<file path="config.mk">
export PLATFORM = sky130hd
export DESIGN_NAME = full_add
export DESIGN_NICKNAME = d
export VERILOG_FILES = /design/src/rtl/full_add_bit.sv /design/src/rtl/full_add.sv
export SDC_FILE = /design/constraint.sdc
export NUM_CORES = 1
export LEC_CHECK = 0
export BUFFER_PORTS_ARGS = -buffer_cell sky130_fd_sc_hd__buf_2
export CORE_AREA = 2 2 39 41
export DETAILED_ROUTE_END_ITERATION = 6
export DIE_AREA = 0 0 41 43
export MAX_ROUTING_LAYER = met4
export SYNTH_ARGS = -nofsm -noshare
export SYNTH_HDL_FRONTEND = slang
export SYNTH_SLANG_ARGS = --single-unit
</file>
<file path="constraint.sdc">
create_clock -name clk -period 1.1 [get_ports clk]
set_input_delay 0.22 -clock clk [delete_from_list [all_inputs] [get_ports clk]]
set_output_delay 0.22 -clock clk [all_outputs]
set_load 0.1 [all_outputs]
</file>
<file path="src/rtl/full_add_bit.sv">
// One-bit full-adder cell; purely combinational leaf of the ripple chain.
module full_add_bit (
  input  logic x,
  input  logic y,
  input  logic ci,
  output logic s,
  output logic co
);

  logic p;

  assign p  = x ^ y;
  assign s  = p ^ ci;
  assign co = (x & y) | (ci & p);

endmodule

</file>
<file path="src/rtl/full_add.sv">
// Ripple-carry adder of width+1 bits with carry in/out and a registered result.
module full_add #(
  parameter int unsigned width = 2
) (
  input  logic           clk,
  input  logic           rst,
  input  logic [width:0] a,
  input  logic [width:0] b,
  input  logic           c_in,
  output logic [width:0] sum,
  output logic           c_out
);

  localparam int unsigned N = width + 1;

  logic [N:0]     carry;
  logic [width:0] sum_n;
  logic           c_out_n;

  assign carry[0] = c_in;
  assign c_out_n  = carry[N];

  // Cell i consumes carry[i] and produces carry[i+1]
  for (genvar i = 0; i < int'(N); i++) begin : g_cell
    full_add_bit u_bit (
      .x  (a[i]),
      .y  (b[i]),
      .ci (carry[i]),
      .s  (sum_n[i]),
      .co (carry[i+1])
    );
  end

  always_ff @(posedge clk or posedge rst) begin
    if (rst) begin
      sum   <= '0;
      c_out <= 1'b0;
    end else begin
      sum   <= sum_n;
      c_out <= c_out_n;
    end
  end

endmodule

</file>
==> impl_metrics.sql <==
INSERT INTO impl_metrics (metric_group, metric, value, unit) VALUES
('cts', 'numCtsBuffers', '3', ''),
('logic_synthesis', 'syn-cell-area', '201', 'um^2'),
('power', 'ir_drop', '0.000352', 'V'),
('detailed_routing', 'drt_pass1_iterations', '2', ''),
('outcome', 'status', 'complete, but fails checks', ''),
('logic_synthesis', 'synth_seq_cells', '4', ''),
('detailed_routing', 'wl_met3', '22', 'um'),
('detailed_routing', 'wirelength_met1', '110', 'um'),
('floorplanning', 'pin_count', '13', ''),
('finish', 'area_delta_synth_final', '105', '%'),
('finish', 'ratio_of_cells_with_drive_above_1_in_the_final_layout', '68.6', '%'),
('detailed_routing', 'drt.antenna.violating_nets', '0', ''),
('sta', 'fmax', '741', 'MHz'),
('finish', 'fill_cells', '146', ''),
('sta', 'setup_viol', '2', ''),
('logic_synthesis', 'postSynthAreaPerCell', '11.2', 'um^2'),
('detailed_routing', 'drt-total-wl', '364', 'um'),
('cts', 'cts_root_buf', 'sky130_fd_sc_hd__clkbuf_4', ''),
('logic_synthesis', 'synth_top_cells_by_count', 'sky130_fd_sc_hd__inv_1 (11), sky130_fd_sc_hd__dfrtp_1 (4), sky130_fd_sc_hd__fa_1 (3)', ''),
('logic_synthesis', 'yosys_warns', '0', ''),
('critical_path', 'crit_end', 'sum[2]$_DFF_PP0_', ''),
('critical_path', 'cp-start-kind', 'input port', ''),
('detailed_routing', 'vias', '161', ''),
('floorplanning', 'full_die_area', '1760', 'um^2'),
('sta', 'timing.setup.tns', '-363', 'ps'),
('critical_path', 'path_depth', '8', ''),
('floorplanning', 'placeableCoreArea', '1380', 'um^2'),
('sta', 'post_layout_min_period', '1350', 'ps'),
('place', 'numPortBuffers', '12', ''),
('critical_path', 'worst_ep_arrival_time', '1470', 'ps'),
('power', 'cellPowerDensity', '1740', 'nW/um^2'),
('cts', 'cts_htree_levels', '1', ''),
('critical_path', 'cp_top_family', 'adder cells', ''),
('finish', 'final_core_utilization', '29.8', '%'),
('place', 'detailedPlace.worstSlack', '-593', 'ps'),
('place', 'gp_congestion', '0.621', ''),
('global_route', 'wire_length_of_the_first_global_routing_pass', '558', 'um'),
('critical_path', 'end_kind', 'flip-flop', ''),
('logic_synthesis', 'yosysSeqAreaShare', '49.7', '%'),
('sta', 'transition_time_at_the_pin_with_the_least_slew_margin', '143', 'ps'),
('place', 'numPlacedInstances', '46', ''),
('critical_path', 'criticalPathCategory', 'input port to flip-flop', ''),
('finish', 'stdcell_count', '51', ''),
('logic_synthesis', 'edff_count_synth', '0', ''),
('finish', 'num_antenna_cells', '0', ''),
('min_path', 'worstHoldPathType', 'input port to flip-flop', ''),
('floorplanning', 'initial_standard_cell_utilization_of_the_core', '14.6', '%'),
('critical_path', 'crit_path_max_incr_delay', '470', 'ps'),
('global_route', 'grt_pass1_vias', '165', ''),
('outcome', 'violations', 'negative setup slack', ''),
('sta', 'timing.max_slew.rel_slack', '90.4', '%'),
('min_path', 'hold_path_depth', '2', ''),
('global_route', 'antenna_violations_before_repair', '0', ''),
('logic_synthesis', 'synthTopCellsByArea', 'sky130_fd_sc_hd__dfrtp_1 (50%), sky130_fd_sc_hd__fa_1 (30%), sky130_fd_sc_hd__inv_1 (20%)', ''),
('global_route', 'grt_use_total', '6.24', '%'),
('logic_synthesis', 'postSynthNetCount', '30', ''),
('sta', 'timing.final.crit_share', '123', '%'),
('floorplanning', 'placement_rows', '14', ''),
('critical_path', 'cp-startpoint', 'b[0]', ''),
('logic_synthesis', 'fraction_of_synthesized_cell_area_taken_by_the_top_area_cell_type', '49.7', '%'),
('detailed_routing', 'drt-initial-drc-count', '2', ''),
('sta', 'layout_setup_ws', '-250', 'ps'),
('cts', 'cts_num_sinks', '4', ''),
('critical_path', 'critical_path.cell_chain', 'buf_8 -> inv_4 -> fa_2 -> inv_2 -> fa_2 -> inv_2 -> fa_1 -> inv_1', ''),
('global_route', 'overflow', '0', ''),
('sta', 'hold-worst-slack', '296', 'ps'),
('critical_path', 'critPathRequiredTime', '1220', 'ps'),
('finish', 'nets', '48', ''),
('floorplanning', 'die_x', '41', 'um'),
('detailed_routing', 'wl_met2', '211', 'um'),
('detailed_routing', 'topRoutingLayerUsed', 'met4', '');
registers in the layout (all words and copies together) (netlist names):
name,count
sum,3
c_out,1
layout make-up:
type,count,area (um^2),area share (%)
sequential,4,104,25.2
timing repair buffer,13,146,35.5
clock buffer,4,26.3,6.36
tap,16,20.0,4.85
inverter,11,51.3,12.4
multi-input combinational,3,65.1,15.8
report_power, final:
group | switching (uW) | internal (uW) | total (uW)
clock network | 59.4 | 136 | 195
logic | 210 | 123 | 333
registers | 17.9 | 174 | 192
total | 288 | 433 | 720
per-layer routing:
metal / vias up / track usage (%)
met5: - / -
met4: 0 / 12.0
met3: 2 / 3.14
met2: 10 / 6.88
met1: 71 / 4.65
li1: 78 / -
worst min path at each step:
stage | startpoint | to | slack (ps)
floorplan | rst | sum[2]$_DFF_PP0_ | -10
global placement | rst | sum[2]$_DFF_PP0_ | 100
detailed placement | rst | sum[2]$_DFF_PP0_ | 100
CTS | b[1] | sum[1]$_DFF_PP0_ | 290
global route | b[1] | sum[1]$_DFF_PP0_ | 300
finish | b[1] | sum[1]$_DFF_PP0_ | 300
cells by family after synthesis:
group / after synthesis / share of synthesized area [%]
adders and majority gates: 3 / 29.8
buffers and inverters: 11 / 20.5
DFF: 4 / 49.7
cell usage in the layout, fill, tap and decap left out, drive strengths merged:
| master | count |
|---|---|
| inv | 11 |
| fa | 3 |
| dfrtp | 4 |
| buf | 12 |
| clkbuf | 4 |
| dlygate4sd3 | 1 |
through the flow:
| step | power, uW | area (um^2) |
|---|---|---|
| 2_1_floorplan | 386 | 218 |
| 3_5_place_dp | 520 | 358 |
| 6_report | 720 | 413 |
| 4_1_cts | 729 | 407 |
| 5_1_grt | 764 | 413 |
| 3_3_place_gp | 519 | 358 |
repair_timing:
action,4_1_cts,5_1_grt
hold endpoints to repair,4,0
endpoints found under the setup margin,3,2
hold buffers,1,0
resized for setup,3,2
pin swaps,3,0
(Power assumes the default switching activity.)
